===== config.mk =====
export PLATFORM = sky130hd
export DESIGN_NAME = fetch_unit
export DESIGN_NICKNAME = d
export VERILOG_FILES = /design/src/rtl/fetch_unit_pkg.sv /design/src/rtl/fetch_unit_queue.sv /design/src/rtl/fetch_unit.sv
export SDC_FILE = /design/constraint.sdc
export NUM_CORES = 1
export LEC_CHECK = 0
export CAP_MARGIN = 10
export CORE_ASPECT_RATIO = 1.5
export CORE_MARGIN = 3
export CORE_UTILIZATION = 51
export DETAILED_ROUTE_END_ITERATION = 6
export PLACE_DENSITY = 0.74
export SLEW_MARGIN = 20
export SYNTH_ARGS = -nofsm -noshare
export SYNTH_HDL_FRONTEND = slang
export SYNTH_SLANG_ARGS = --single-unit
export TNS_END_PERCENT = 30

===== constraint.sdc =====
create_clock -name clk -period 2.9 [get_ports clk]
set_input_delay 0.435 -clock clk [delete_from_list [all_inputs] [get_ports clk]]
set_output_delay 0.435 -clock clk [all_outputs]
set_load 0.01 [all_outputs]

===== src/rtl/fetch_unit_pkg.sv =====
// ----------------------------------------------------------------------------
// Module   : fetch_unit_pkg
// Purpose  : Shared types for the instruction fetch front-end.
// Revision : 1.0
// ----------------------------------------------------------------------------
`default_nettype none

package fetch_unit_pkg;

   typedef logic [31:0] addr_t;

   typedef struct packed {
      addr_t       pc;
      logic [31:0] instr;
      logic        fault;
   } fetch_packet;

   typedef enum logic [0:0] {
      RUN  = 1'b0,
      HALT = 1'b1
   } fetch_state;

endpackage

`default_nettype wire


===== src/rtl/fetch_unit_queue.sv =====
// ----------------------------------------------------------------------------
// Module   : fetch_unit_queue
// Purpose  : Generic valid/ready FIFO with optional fall-through and pipelined
//            full-push; DEPTH must be a power of two.
// Revision : 1.0
// ----------------------------------------------------------------------------
`default_nettype none

module fetch_unit_queue #(
   parameter type DATA_T      = logic [31:0],
   parameter int  DEPTH       = 4,
   parameter bit  FALLTHROUGH = 1'b0,
   parameter bit  PIPE        = 1'b0
) (
   input  logic  clk,
   input  logic  rst,
   input  logic  flush,
   input  logic  in_valid,
   output logic  in_ready,
   input  DATA_T in_data,
   output logic  out_valid,
   input  logic  out_ready,
   output DATA_T out_data
);

   localparam int AW = (DEPTH > 1) ? $clog2(DEPTH) : 1;

   DATA_T         mem [DEPTH];
   logic [AW:0]   wr_ptr;
   logic [AW:0]   rd_ptr;
   logic          empty;
   logic          full;
   logic          bypass;
   logic          wr_en;
   logic          rd_en;

   // Extra pointer bit distinguishes full from empty.
   assign empty = (wr_ptr == rd_ptr);
   assign full  = (wr_ptr[AW] != rd_ptr[AW]) && (wr_ptr[AW-1:0] == rd_ptr[AW-1:0]);

   generate
      if (FALLTHROUGH) begin : g_fallthrough
         assign out_valid = !empty || in_valid;
         assign out_data  = empty ? in_data : mem[rd_ptr[AW-1:0]];
         assign bypass    = empty && in_valid && out_ready;
      end else begin : g_registered
         assign out_valid = !empty;
         assign out_data  = mem[rd_ptr[AW-1:0]];
         assign bypass    = 1'b0;
      end
   endgenerate

   generate
      if (PIPE) begin : g_pipe
         assign in_ready = !full || out_ready;
      end else begin : g_no_pipe
         assign in_ready = !full;
      end
   endgenerate

   assign wr_en = in_valid && in_ready && !bypass && !flush;
   assign rd_en = out_valid && out_ready && !empty && !flush;

   always_ff @(posedge clk) begin
      if (wr_en) begin
         mem[wr_ptr[AW-1:0]] <= in_data;
      end
   end

   always_ff @(posedge clk or posedge rst) begin
      if (rst) begin
         wr_ptr <= '0;
         rd_ptr <= '0;
      end else if (flush) begin
         wr_ptr <= '0;
         rd_ptr <= '0;
      end else begin
         if (wr_en) wr_ptr <= wr_ptr + 1'b1;
         if (rd_en) rd_ptr <= rd_ptr + 1'b1;
      end
   end

endmodule

`default_nettype wire


===== src/rtl/fetch_unit.sv =====
// ----------------------------------------------------------------------------
// Module   : fetch_unit
// Purpose  : Credit-based instruction fetch front-end with redirect handling.
//            Define FETCH_BYPASS_EN for 0-cycle response-to-output bypass.
// Revision : 1.0
// ----------------------------------------------------------------------------
`default_nettype none

module fetch_unit
   import fetch_unit_pkg::*;
#(
   parameter addr_t RESET_PC        = 32'h8000_0000,
   parameter int    MAX_OUTSTANDING = 3
) (
   input  logic        clk,
   input  logic        rst,
   input  logic        redirect_valid,
   input  addr_t       redirect_pc,
   output logic        mem_req_valid,
   input  logic        mem_req_ready,
   output addr_t       mem_req_addr,
   input  logic        mem_resp_valid,
   input  logic [31:0] mem_resp_data,
   input  logic        mem_resp_err,
   output logic        out_valid,
   input  logic        out_ready,
   output fetch_packet out_data
);

   localparam int             CW         = $clog2(MAX_OUTSTANDING + 1);
   localparam int             DEPTH      = MAX_OUTSTANDING + 1;
   localparam logic [CW:0]    MAX_CREDIT = (CW + 1)'(MAX_OUTSTANDING);

`ifdef FETCH_BYPASS_EN
   localparam bit BYPASS = 1'b1;
`else
   localparam bit BYPASS = 1'b0;
`endif

   fetch_state    state;
   fetch_state    state_next;
   addr_t         pc;
   addr_t         pc_next;
   logic [CW-1:0] inflight;
   logic [CW-1:0] inflight_next;
   logic [CW-1:0] drop;
   logic [CW-1:0] drop_next;
   logic [CW-1:0] buf_count;
   logic [CW-1:0] buf_count_next;

   logic          req_fire;
   logic          pc_fifo_valid;
   logic          pc_fifo_ready;
   addr_t         pc_head;
   logic          resp_live;
   fetch_packet   resp_pkt;
   logic          buf_in_ready;
   logic          buf_accept;
   logic          buf_pop;

   // Credit covers both in-flight requests and buffered packets, so every
   // response is guaranteed a buffer slot.
   assign mem_req_valid = !rst && (state == RUN) && !redirect_valid && pc_fifo_ready &&
                          (({1'b0, inflight} + {1'b0, buf_count}) < MAX_CREDIT);
   assign mem_req_addr  = pc;
   assign req_fire      = mem_req_valid && mem_req_ready;

   assign resp_live  = mem_resp_valid && pc_fifo_valid && (drop == '0) && !redirect_valid;
   assign resp_pkt   = '{pc: pc_head, instr: mem_resp_data, fault: mem_resp_err};
   assign buf_accept = resp_live && buf_in_ready;
   assign buf_pop    = out_valid && out_ready && !redirect_valid;

   fetch_unit_queue #(
      .DATA_T      (addr_t),
      .DEPTH       (DEPTH),
      .FALLTHROUGH (1'b0),
      .PIPE        (1'b0)
   ) u_pc_fifo (
      .clk       (clk),
      .rst       (rst),
      .flush     (1'b0),
      .in_valid  (req_fire),
      .in_ready  (pc_fifo_ready),
      .in_data   (pc),
      .out_valid (pc_fifo_valid),
      .out_ready (mem_resp_valid),
      .out_data  (pc_head)
   );

   fetch_unit_queue #(
      .DATA_T      (fetch_packet),
      .DEPTH       (DEPTH),
      .FALLTHROUGH (BYPASS),
      .PIPE        (1'b0)
   ) u_resp_buf (
      .clk       (clk),
      .rst       (rst),
      .flush     (redirect_valid),
      .in_valid  (resp_live),
      .in_ready  (buf_in_ready),
      .in_data   (resp_pkt),
      .out_valid (out_valid),
      .out_ready (out_ready && !redirect_valid),
      .out_data  (out_data)
   );

   always_comb begin
      state_next     = state;
      pc_next        = pc;
      inflight_next  = inflight;
      drop_next      = drop;
      buf_count_next = buf_count;
      if (redirect_valid) begin
         // Everything still in flight belongs to the old stream.
         pc_next        = redirect_pc & ~32'h3;
         state_next     = RUN;
         inflight_next  = inflight - CW'(mem_resp_valid);
         drop_next      = inflight - CW'(mem_resp_valid);
         buf_count_next = '0;
      end else begin
         if (req_fire) begin
            pc_next = pc + 32'd4;
         end
         inflight_next  = inflight + CW'(req_fire) - CW'(mem_resp_valid);
         buf_count_next = buf_count + CW'(buf_accept) - CW'(buf_pop);
         if (mem_resp_valid && (drop != '0)) begin
            drop_next = drop - CW'(1);
         end
         if (resp_live && mem_resp_err) begin
            state_next = HALT;
         end
      end
   end

   always_ff @(posedge clk or posedge rst) begin
      if (rst) begin
         state     <= RUN;
         pc        <= RESET_PC;
         inflight  <= '0;
         drop      <= '0;
         buf_count <= '0;
      end else begin
         state     <= state_next;
         pc        <= pc_next;
         inflight  <= inflight_next;
         drop      <= drop_next;
         buf_count <= buf_count_next;
      end
   end

   a_resp_needs_inflight : assert property (@(posedge clk) disable iff (rst)
      mem_resp_valid |-> (inflight != '0));
   a_drop_bounded : assert property (@(posedge clk) disable iff (rst)
      drop <= inflight);

endmodule

`default_nettype wire


; Yosys cells after proc, flatten, opt, wreduce, memory -nomap -nowiden
; Memories as Yosys holds them, arrays and structs flattened.
; Cells that the tools add are included.
[totals]
out_inout_bits = 99
n_memories = 2
ramBits = 388
wordCells = 82
regBits = 51
in_bits = 71
[op_classes]
n_addsub = 12
mux = 16
bitwise_logic = 1
n_reduce_logical = 35
n_lt_le_gt_ge = 1
n_eq_ne = 6
[mem_list]
columns = memory, words, word_bits, read_ports, rd_clocked_by_memory_dff, write_ports, line
row1 = u_resp_buf.mem, 4, 65, 1, 0, 1, fetch_unit_queue.sv:28  ; DATA_T mem [DEPTH];
row2 = u_pc_fifo.mem, 4, 32, 1, 0, 1, fetch_unit_queue.sv:28
[ops]
columns = op, n
row1 = $mux W32, 2
row2 = $add A32 B3 Y32 const B, 1
row3 = $logic_and A1 B1 Y1, 22
row4 = $add A3 B1 Y3 const B, 4
row5 = $mux W3, 4
row6 = $reduce_bool A2 Y1, 6
row7 = $mux W2, 4
row8 = $eq A3 B3 Y1, 2
row9 = $logic_not A1 Y1, 6
row10 = $mux W1, 6
row11 = $sub A2 B1 Y2, 3
row12 = $add A2 B1 Y2, 2
row13 = $eq A2 B2 Y1, 2
row14 = $add A2 B2 Y3, 1
row15 = $lt A3 B2 Y1 const B, 1
row16 = $logic_not A2 Y1, 1
row17 = $ne A1 B1 Y1, 2
row18 = $sub A2 B1 Y2 const B, 1
row19 = $not A1 Y1, 1

; Logic depth before layout (Yosys ltp)
; Gate-level depths: netlist of the first run.
[logic_depth]
ltp_word = 9
mapped_depth = 12
mapped_depth_nobuf = 11

; Modules after synthesis
; Synthesis of the first run repeated with hierarchy kept, for this count alone.
[hier_totals]
hier_cells = 908
area_unflattened_um2 = 17399.2
[modules_own_cells]
columns = mod, n_inst, cells_per_inst, area_each_um2, seq_area_each_um2
row1 = fetch_unit_queue (u_resp_buf), 1, 405, 9922.0, 7957.6
row2 = fetch_unit_queue (u_pc_fifo), 1, 233, 5156.2, 3993.8
row3 = fetch_unit, 1, 270, 2321.0, 927.1

; Worst setup path after synthesis of the first run
; OpenSTA, ideal clock, no wires.
[synth_path]
path_type = flip-flop to flip-flop
from = reg u_pc_fifo.rd_ptr[0]
to = mem u_resp_buf.mem[3][0] (netlist name) (enable)
setup_time_ps = 429
setup_slack_ps = -349
arrival_ps = 2820
synth_period_minus_slack_ps = 3249
path_stages_with_launch = 6
path_buffers = 1
path_cell_list = dfrtp_1 > buf_2 > xor2_1 > o31a_1 > o2111a_1 > and2_1
[synth_via]
elab_chain_cells = 9
[synth_lines]
columns = item, line
row1 = start: declaration, fetch_unit_queue.sv:30  ; logic [AW:0] rd_ptr;
row2 = start signal: assignment, fetch_unit_queue.sv:79  ; if (rd_en) rd_ptr <= rd_ptr + 1'b1;
row3 = $eq A3 B3 Y1, fetch_unit_queue.sv:38  ; assign empty = (wr_ptr == rd_ptr);
row4 = $logic_not A1 Y1, fetch_unit_queue.sv:47  ; assign out_valid = !empty;
row5 = $logic_and A1 B1 Y1 (3 in series), fetch_unit.sv:68  ; assign resp_live = mem_resp_valid && pc_fifo_valid && (drop == '0) && !redirect_valid;
row6 = $logic_and A1 B1 Y1 (2 in series), fetch_unit_queue.sv:61  ; assign wr_en = in_valid && in_ready && !bypass && !flush;
row7 = $mux W1, fetch_unit_queue.sv:65  ; if (wr_en) begin
row8 = $mux W1 (implied by the code), fetch_unit_queue.sv:66  ; mem[wr_ptr[AW-1:0]] <= in_data;
row9 = end: declaration, fetch_unit_queue.sv:28
; Every way passes these cells.

==> reports/qor.yml, run 1 <==
yosys:
  yosys.area.top_type_share_pct: 68.1
  synthXorXnorAreaFrac_pct: 1.66
  synthesis.area_um2: 16400
  async_flop_share_pct: 11.6
  synthDistinctLibCells: 52
  synthCells: 812
  synth_top_family_by_area: "multiplexers"
  synth-compound-area-share_pct: 2.50
  yosysTopAreaCell: "edfxtp_1"
  yosysWarnings: 0
  synth_edf_count: 372
  yosys.area_share.simple_pct: 4.01
  ys.flop_type: "edfxtp_1"
  synth.area.top_cells: "edfxtp_1, mux4_2, dfrtp_1, ha_1, xor2_1"
  synth_fa_ha_area_share_pct: 1.50
  ys_ff_latch: 421
  avgSynthCellArea_um2: 20.2
  synthMuxAreaShare_pct: 13.1
  ys_seq_area_share_pct: 75.6
power:
  ir_drop_mv: 0.558
  pwr-share-clk_pct: 31.5
  pwr-share-comb_pct: 22.8
  p_int_uw: 12600
  seq_power_share_pct: 45.8
  p_sw_share_pct: 25.4
  total_power_uw: 16900
  switchingPower_uw: 4310
  leakagePower_uw: 0.00683
  pwr_density_cell_nw_per_um2: 839
timing:
  finalCriticalPeriod_ns: 2.82
  relSlewSlack_pct: 49.8
  tightest_slew_ns: 0.750
  maxSlewViolCount: 0
  clock.fmax_mhz: 355
  hold_slack_ns: 0.268
  grt_setup_unrepaired: "yes"
  fin_worst_skew_ns: 0.0174
  finalHoldViolations: 0
  finalCritPeriodShare_pct: 97.1
  setup_violations: 0
grt:
  grt_busiest_layer: "met2"
  grt_pass1_vias: 8789
  grt_use_met3_pct: 2.95
  antenna_found_initial: 0
  gr-total-overflow: 0
  grt_max_degree: 66
  use_met1_pct: 23.7
  grt_pass1_wl_mm: 50.0
  grt.met2_usage_pct: 33.2
  track_usage_pct: 18.8
setup_path:
  critPathMaxFanout: 27
  rrSetupSlack_ns: 0.30
  start_kind: "register"
  r2r_start: "inflight[0]"
  arrival_ns: 2.38
  crit_type: "reg -> out"
  required_ns: 2.47
  r2r_cells: 8
  r2r_end: "mem_req_addr[21]"
  end_kind: "output pin"
layout:
  fillers: 2101
  multi_input_area_um2: 3760
  nNetsFinal: 1108
  antennaDiodeCount: 0
  layout-drive-gt1-share_pct: 19.9
  finalNonFillerCells: 1450
  seq_area_um2: 12400
  area_delta_synth_final_pct: 23.2
clock_network:
  tritoncts: "done"
  clk_path_buf_depth: 3
  clk_pin_slew_worst_paths_ns: 0.06
  clock_latency_ns: 0.54
  h-tree-depth: 2
  cts-buffers-inserted: 39
  root_buffer: "clkbuf_16"
  numClockSinks: 421
routing:
  via_per_inst: 5.75
  drc_errors: 0
  drt_iter0_markers: 519
  routedWlPerCell_um: 22.0
  vias: 8334
  dr.pass1.iters: 5
  wirelength_mm: 31.9
  ant_nets: 0
die:
  num_rows: 79
  dieHeight_um: 226
  dieArea_um2: 34400
  fp.dieW_um: 152
  core_area_um2: 31300
  io_pins: 170
  start_util_pct: 52.3
placement:
  post-place-cells: 1380
  dp_hpwl_mm: 19.7
  portBuffers: 163
  gp_congestion: 0.801
min_path:
  hp-class: "in -> async"
outcome:
  status: "finished, final reports clean"
flow_run:
  cap_violations: 0
==> critical path, stage by stage (launching register included) <==
cell,delay (ns)
dfrtp_4,0.53
buf_16,0.26
mux4_2,0.55
clkdlybuf4s50_1,0.50
==> how the worst max path moves through the flow <==
stage / start / to
2_1_floorplan: u_pc_fifo.rd_ptr[0] / u_resp_buf.mem[1][0]
3_3_place_gp: inflight[0] / mem_req_addr[29]
3_5_place_dp: inflight[0] / mem_req_addr[29]
4_1_cts: u_resp_buf.rd_ptr[0] / out_data[45]
5_1_grt: u_resp_buf.rd_ptr[0] / out_data[2]
6_report: u_resp_buf.rd_ptr[0] / out_data[62]
==> power by group through the flow <==
stage	Clock [µW]	Sequential, µW	Combinational (µW)
final	5330	7750	3860
after global routing	5680	7800	4190
after detailed placement	0	7880	3900
after global placement	0	7850	3810
after CTS	5440	7750	3950
after floorplan	0	7790	2300
==> layout make-up <==
| cell class | instances | share of cell area (%) |
|---|---|---|
| clock buffers | 46 | 4.96 |
| clock inverters | 22 | 1.65 |
| inverters | 18 | 0.335 |
| multi-input cells | 337 | 18.6 |
| flip-flops and latches | 421 | 61.4 |
| well taps | 405 | 2.51 |
| repair buffers | 201 | 10.5 |
==> placed cells by master (no fill, tap or decap), drive strengths merged, types with 8 or more instances in the layout <==
master	synthesis	routed
clkbuf	17	46
clkdlybuf4s50	0	148
xor2	19	19
buf	22	39
dlymetal6s2s	0	13
o21ai	27	27
nand4	13	13
nor2	19	19
ha	18	18
xnor2	12	12
inv	18	23
edfxtp	372	372
dfrtp	48	48
nand3	16	16
nand2	43	43
mux4	93	93
bufinv	0	8
and2	9	9
==> cell usage after synthesis (12+ instances only) <==
master and n:
nand3_1 16, ha_1 18, edfxtp_1 372, inv_1 17, xor2_1 19, clkbuf_1 16
nor2_1 19, dfrtp_1 48, nand2_1 43, nand4_1 12, mux4_2 93, xnor2_1 12
o21ai_0 27
==> kinds of logic after synthesis <==
group           Yosys count
buf+inv                  57
simple gates            123
mux                      98
flops                   421
fa+ha+maj                19
compound gates           62
xor+xnor                 31
other cells               1
==> what timing repair did <==
action,4_1_cts,5_1_grt
hold buffers,0,0
setup endpoints to repair,56,16
resized for setup,1,15
setup buffers,2,0
==> metrics by stage <==
stage	instance area (µm²)	utilization, %	setup TNS [ns]	setup WS (ns)
final	20200	64.4	0	0.0827
after global routing	20200	64.4	-0.0744	-0.0218
after CTS	20100	64.3	-0.00318	-0.00318
after detailed placement	18800	60.0	0	0.329
after global placement	18800	60.0	0	0.358
after floorplan	16400	-	-63.04	-0.315
==> state kept, by name (all words and copies together) (netlist names), 3 cells and up <==
name / flops
mem_req_addr: 30
u_pc_fifo.mem: 120
u_resp_buf.mem: 252
u_resp_buf.rd_ptr: 3
u_pc_fifo.wr_ptr: 3
u_pc_fifo.rd_ptr: 3
u_resp_buf.wr_ptr: 3
==> layer usage <==
metal | share of wire [%] | wire (µm)
met2 | 53 | 16900
met4 | 3.1 | 977
met5 | 0 | 0
met1 | 39 | 12500
met3 | 4.9 | 1550
Power figures use the tool's default switching activity.
==> run 2: changes to the inputs <==
--- a/config.mk
+++ b/config.mk
@@ -5,12 +5,15 @@
 export SDC_FILE = /design/constraint.sdc
 export NUM_CORES = 1
 export LEC_CHECK = 0
+export ABC_CLOCK_PERIOD_IN_PS = 2900
 export CAP_MARGIN = 10
+export CELL_PAD_IN_SITES_DETAIL_PLACEMENT = 1
+export CELL_PAD_IN_SITES_GLOBAL_PLACEMENT = 1
 export CORE_ASPECT_RATIO = 1.5
 export CORE_MARGIN = 3
-export CORE_UTILIZATION = 51
+export CORE_UTILIZATION = 44
 export DETAILED_ROUTE_END_ITERATION = 6
-export PLACE_DENSITY = 0.74
+export PLACE_DENSITY = 0.73
 export SLEW_MARGIN = 20
 export SYNTH_ARGS = -nofsm -noshare
 export SYNTH_HDL_FRONTEND = slang
==> run 2 against run 1 <==
Setup slack improved by 0.0096 ns. Sequential cell count unchanged. Sequential power decreased by 0.6%. Via count increased by 0.36%. Wire length increased by 11%. Core utilization decreased by 9.3 points. First-iteration DRC count increased by 5.4%. Maximum frequency increased by 0.34%. Sequential share of layout area decreased by 0.27 points. Largest cell class unchanged.
==> reports/qor.yml, run 2 (synthesis gave the netlist of run 1 again) <==
outcome:
  status: "finished, final reports clean"
routing:
  route.met2.wl_mm: 19.5
  wirelength_mm: 35.5
  wl_met1_mm: 13.6
  ant_nets: 0
  via_per_inst: 5.42
  top_layer: "met4"
  met3_length_mm: 1.51
  dr.pass1.iters: 4
  drt_iter0_markers: 547
  vias: 8364
  routedWlPerCell_um: 23.0
  drc_errors: 0
layout:
  nNetsFinal: 1120
  antennaDiodeCount: 0
  largest_reg_flops: 252
  layout-drive-gt1-share_pct: 21.0
  final_cell_mix: "edfxtp_1, clkdlybuf4s50_1, mux4_2"
  finalNonFillerCells: 1542
  post-route-util_pct: 55.1
  area_delta_synth_final_pct: 23.7
  final_common_cell: "edfxtp_1"
clock_network:
  ctsHoldBuffers: 0
  clk_path_buf_depth: 3
  clock_latency_ns: 0.54
  cts-buffers-inserted: 37
  clk_pin_slew_worst_paths_ns: 0.07
  numClockSinks: 421
  h-tree-depth: 2
  root_buffer: "clkbuf_16"
  tritoncts: "done"
flow_run:
  cap_violations: 0
grt:
  track_usage_pct: 18.3
  grt_pass1_wl_mm: 55.5
  gr-total-overflow: 0
  grt_pass1_vias: 9501
  grt_max_degree: 54
  antenna_found_initial: 0
die:
  core_area_um2: 36800
  num_rows: 86
  dieHeight_um: 242
  fp.dieW_um: 164
  io_pins: 170
  start_util_pct: 44.5
  dieArea_um2: 39700
timing:
  finalCritPeriodShare_pct: 96.8
  setup_violations: 0
  tightest_slew_ns: 0.835
  hold_slack_ns: 0.431
  setup_tns_ns: 0
  finalHoldViolations: 0
  grt_setup_unrepaired: "no"
  relSlewSlack_pct: 43.8
  fin_worst_skew_ns: 0.0240
  finalCriticalPeriod_ns: 2.81
  clock.fmax_mhz: 356
  maxSlewViolCount: 0
setup_path:
  start_kind: "register"
  startpoint: "u_resp_buf.rd_ptr[0]"
  arrival_ns: 2.37
  r2r_start: "inflight[0]"
  end_kind: "output pin"
  required_ns: 2.47
  critPathMaxFanout: 11
  crit_type: "reg -> out"
  r2r_cells: 11
placement:
  post-place-cells: 1472
  portBuffers: 163
  gp_congestion: 0.774
  dp_hpwl_mm: 22.9
min_path:
  hp-class: "in -> async"
power:
  ir_drop_mv: 0.344
  leakagePower_uw: 0.00673
  pwr_density_cell_nw_per_um2: 826
-- run 2: cell count changes in the layout (fill, tap and decap cells not counted), moves of 3 or more --
| cell | before | now |
|---|---|---|
| buf_12 | 11 | 16 |
| buf_4 | 25 | 35 |
| bufinv_16 | 8 | 4 |
| clkbuf_1 | 7 | 4 |
| clkdlybuf4s50_1 | 148 | 161 |
| clkinv_2 | 3 | 8 |
| clkinvlp_4 | 2 | 5 |
| dlymetal6s2s_1 | 13 | 0 |
| inv_6 | 5 | 1 |
-- run 2: report_power, final --
group	internal [µW]	total [µW]	switching, µW
combinational	2080	4100	2010
clock	2820	4960	2140
sequential	7420	7700	274
total	12300	16800	4420
-- run 2: worst paths after layout --
path                                            end  slack [ns]
worst max-delay path                   out_data[39]        0.09
worst min-delay path                    inflight[1]        0.43
worst max register to register          inflight[1]        0.25
worst min register to register  u_pc_fifo.wr_ptr[2]        0.53
max in group asynchronous          mem_req_addr[12]        1.74
min in group clk                   mem_req_addr[31]        0.45
-- run 2: stage by stage --
stage / setup slack (ns) / instance area (µm²) / power, µW
floorplan: -0.315 / 16400 / 10100
global placement: 0.286 / 19000 / 11800
detailed placement: 0.244 / 19000 / 11900
CTS: 0.0411 / 20300 / 17000
global route: 0.00256 / 20300 / 17500
finish: 0.0923 / 20300 / 16800
-- run 2: layout make-up --
class / instances / area, µm²
clock buffer: 43 / 991
clock inverter: 24 / 234
fill: 3345 / 16500
inverter: 18 / 67.6
multi-input combinational: 337 / 3760
sequential: 421 / 12400
tap: 484 / 606
timing repair buffer: 215 / 2220
-- run 2: timing repair --
item | in CTS | in global routing
setup endpoints to repair | 56 | 0
setup buffers | 3 | 0
gates resized for setup | 1 | 0
-- run 2: metal layers --
layer,vias up,GRT usage (%)
li1,3707,-
met4,0,5.60
met1,4386,22.1
met2,220,33.7
met3,51,2.43
met5,-,0
-- run 2: worst max-delay path: stages, from the launching register on --
cell and delay [ns]:
dfrtp_4 0.42, buf_12 0.16, buf_8 0.19, mux4_2 0.51
clkdlybuf4s50_1 0.54
==> run 3: changes to the inputs <==
--- a/config.mk
+++ b/config.mk
@@ -5,15 +5,14 @@
 export SDC_FILE = /design/constraint.sdc
 export NUM_CORES = 1
 export LEC_CHECK = 0
-export ABC_CLOCK_PERIOD_IN_PS = 2900
+export ABC_CLOCK_PERIOD_IN_PS = 2800
 export CAP_MARGIN = 10
 export CELL_PAD_IN_SITES_DETAIL_PLACEMENT = 1
 export CELL_PAD_IN_SITES_GLOBAL_PLACEMENT = 1
 export CORE_ASPECT_RATIO = 1.5
-export CORE_MARGIN = 3
-export CORE_UTILIZATION = 44
+export CORE_UTILIZATION = 49
 export DETAILED_ROUTE_END_ITERATION = 6
-export PLACE_DENSITY = 0.73
+export PLACE_DENSITY = 0.77
 export SLEW_MARGIN = 20
 export SYNTH_ARGS = -nofsm -noshare
 export SYNTH_HDL_FRONTEND = slang
==> constraint.sdc (replaced) <==
create_clock -name clk -period 2.8 [get_ports clk]
set_input_delay 0.42 -clock clk [delete_from_list [all_inputs] [get_ports clk]]
set_output_delay 0.42 -clock clk [all_outputs]
set_load 0.01 [all_outputs]
==> run 3 against run 2 <==
Power grew 5.8%. Register-to-register slack worse by 0.11 ns. Setup slack got worse by 0.017 ns. Via count increased by 2.4%. Final cell count decreased by 3.6%. First-iteration DRC count is 14% lower. Sequential power increased by 3.9%. Clock skew shrank 0.0045 ns. Clock power grew 12%. Critical path type unchanged. Largest cell class unchanged.
==> reports/qor.yml, run 3 (synthesis gave the netlist of run 1 again) <==
outcome:
  status: "finished, final reports clean"
layout:
  seq_area_um2: 12400
  final_common_cell: "edfxtp_1"
  area_delta_synth_final_pct: 25.0
  final_cell_mix: "edfxtp_1, clkdlybuf4s50_1, mux4_2"
  multi_input_area_um2: 3760
  antennaDiodeCount: 0
  design_area_um2: 20500
  fillers: 2802
  largest_reg_flops: 252
  layout-drive-gt1-share_pct: 21.7
  nNetsFinal: 1131
clock_network:
  clock_latency_ns: 0.55
  cts-buffers-inserted: 39
  clk_pin_slew_worst_paths_ns: 0.07
  clk_path_buf_depth: 3
  root_buffer: "clkbuf_16"
  tritoncts: "done"
  numClockSinks: 421
  h-tree-depth: 2
placement:
  gp_congestion: 0.807
  place_area_um2: 19000
  dp_hpwl_mm: 23.3
  portBuffers: 163
routing:
  vias: 8563
  dr.pass1.iters: 5
  via_per_inst: 5.76
  wirelength_mm: 36.5
  routedWlPerCell_um: 24.5
  drc_errors: 0
  drt_iter0_markers: 473
  ant_nets: 0
setup_path:
  arrival_ns: 2.30
  required_ns: 2.38
  critPathMaxFanout: 14
  start_kind: "register"
  crit_type: "reg -> out"
  end_kind: "output pin"
timing:
  relSlewSlack_pct: 44.1
  finalCriticalPeriod_ns: 2.72
  setup_violations: 0
  finalCritPeriodShare_pct: 97.3
  clock.fmax_mhz: 367
  fin_worst_skew_ns: 0.0195
  finalHoldViolations: 0
  grt_setup_unrepaired: "yes"
  setup_tns_ns: 0
  maxSlewViolCount: 0
  tightest_slew_ns: 0.831
die:
  num_rows: 81
  dieHeight_um: 226
  io_pins: 170
  dieArea_um2: 34200
  fp.dieW_um: 151
  core_area_um2: 32700
  start_util_pct: 50.1
power:
  leakagePower_uw: 0.00714
  ir_drop_mv: 0.373
  total_power_uw: 17700
  pwr_density_cell_nw_per_um2: 865
grt:
  antenna_found_initial: 0
  track_usage_pct: 22.5
  gr-total-overflow: 0
  grt_max_degree: 54
  grt_pass1_vias: 9473
  grt_pass1_wl_mm: 55.9
flow_run:
  cap_violations: 0
min_path:
  hp-class: "in -> async"
[run 3: cell types whose count changed in the layout (fill, tap and decap cells not counted), sizes merged, moves of 9 or more]
cell,before,now
dlygate4sd2,1,35
buf,53,62
dlymetal6s2s,0,27
clkdlybuf4s50,161,98
[run 3: path summary, 6_finish.rpt]
check	start	end	slack, ns	depth (start not counted)
max	u_resp_buf.rd_ptr[0]	out_data[26]	0.08	5
min	rst	mem_req_addr[25]	0.30	2
max reg2reg	inflight[0]	mem_req_addr[20]	0.14	8
min reg2reg	u_resp_buf.wr_ptr[2]	u_resp_buf.wr_ptr[2]	0.51	1
max in group asynchronous	rst	mem_req_addr[31]	1.79	3
min in group clk	redirect_valid	u_resp_buf.wr_ptr[2]	0.42	5
[run 3: metrics by stage]
stage                     hold slack, ns  cells  worst slack [ns]  utilization [%]
after floorplan                    0.470    815            -0.415                -
after global placement             0.508   1405             0.234             57.9
after detailed placement           0.492   1405             0.183             57.9
after CTS                          0.311   1484            -0.135             62.3
after global routing               0.363   1487           -0.0317             62.6
final                              0.303   1487            0.0757             62.6
[run 3: worst max-delay path: stages, from the launching register on]
cell	delay [ns]
dfrtp_4	0.50
buf_4	0.15
buf_12	0.10
buf_16	0.17
mux4_2	0.53
dlygate4sd2_1	0.30
[run 3: where the power goes]
part | leakage [µW] | total (µW) | internal, µW | switching (µW)
Sequential | 0.00396 | 8000 | 7690 | 309
Combinational | 0.00255 | 4190 | 2090 | 2100
Clock | 0.000635 | 5540 | 3240 | 2300
Total | 0.00714 | 17700 | 13000 | 4710
[run 3: area by class of cell]
type | instances | area share [%]
flip-flops and latches | 421 | 60.6
repair buffers | 224 | 11.7
clock inverters | 27 | 1.63
multi-input cells | 337 | 18.3
well taps | 415 | 2.53
clock buffers | 45 | 4.87
inverters | 18 | 0.330
[run 3: per-layer routing]
| metal | track usage [%] | vias to the layer above | part of all wire [%] |
|---|---|---|---|
| met4 | 9.68 | 0 | 3.6 |
| met3 | 3.39 | 74 | 4.4 |
| met5 | 0 | - | 0 |
| met2 | 39.8 | 267 | 54 |
| met1 | 26.9 | 4489 | 38 |
| li1 | - | 3733 | - |
[run 3: timing repair]
action | CTS | global route
gates cloned | 2 | 0
setup buffers | 5 | 3
pin swaps | 1 | 0
setup endpoints to repair | 59 | 30
resized for setup | 40 | 31
hold buffers | 0 | 0
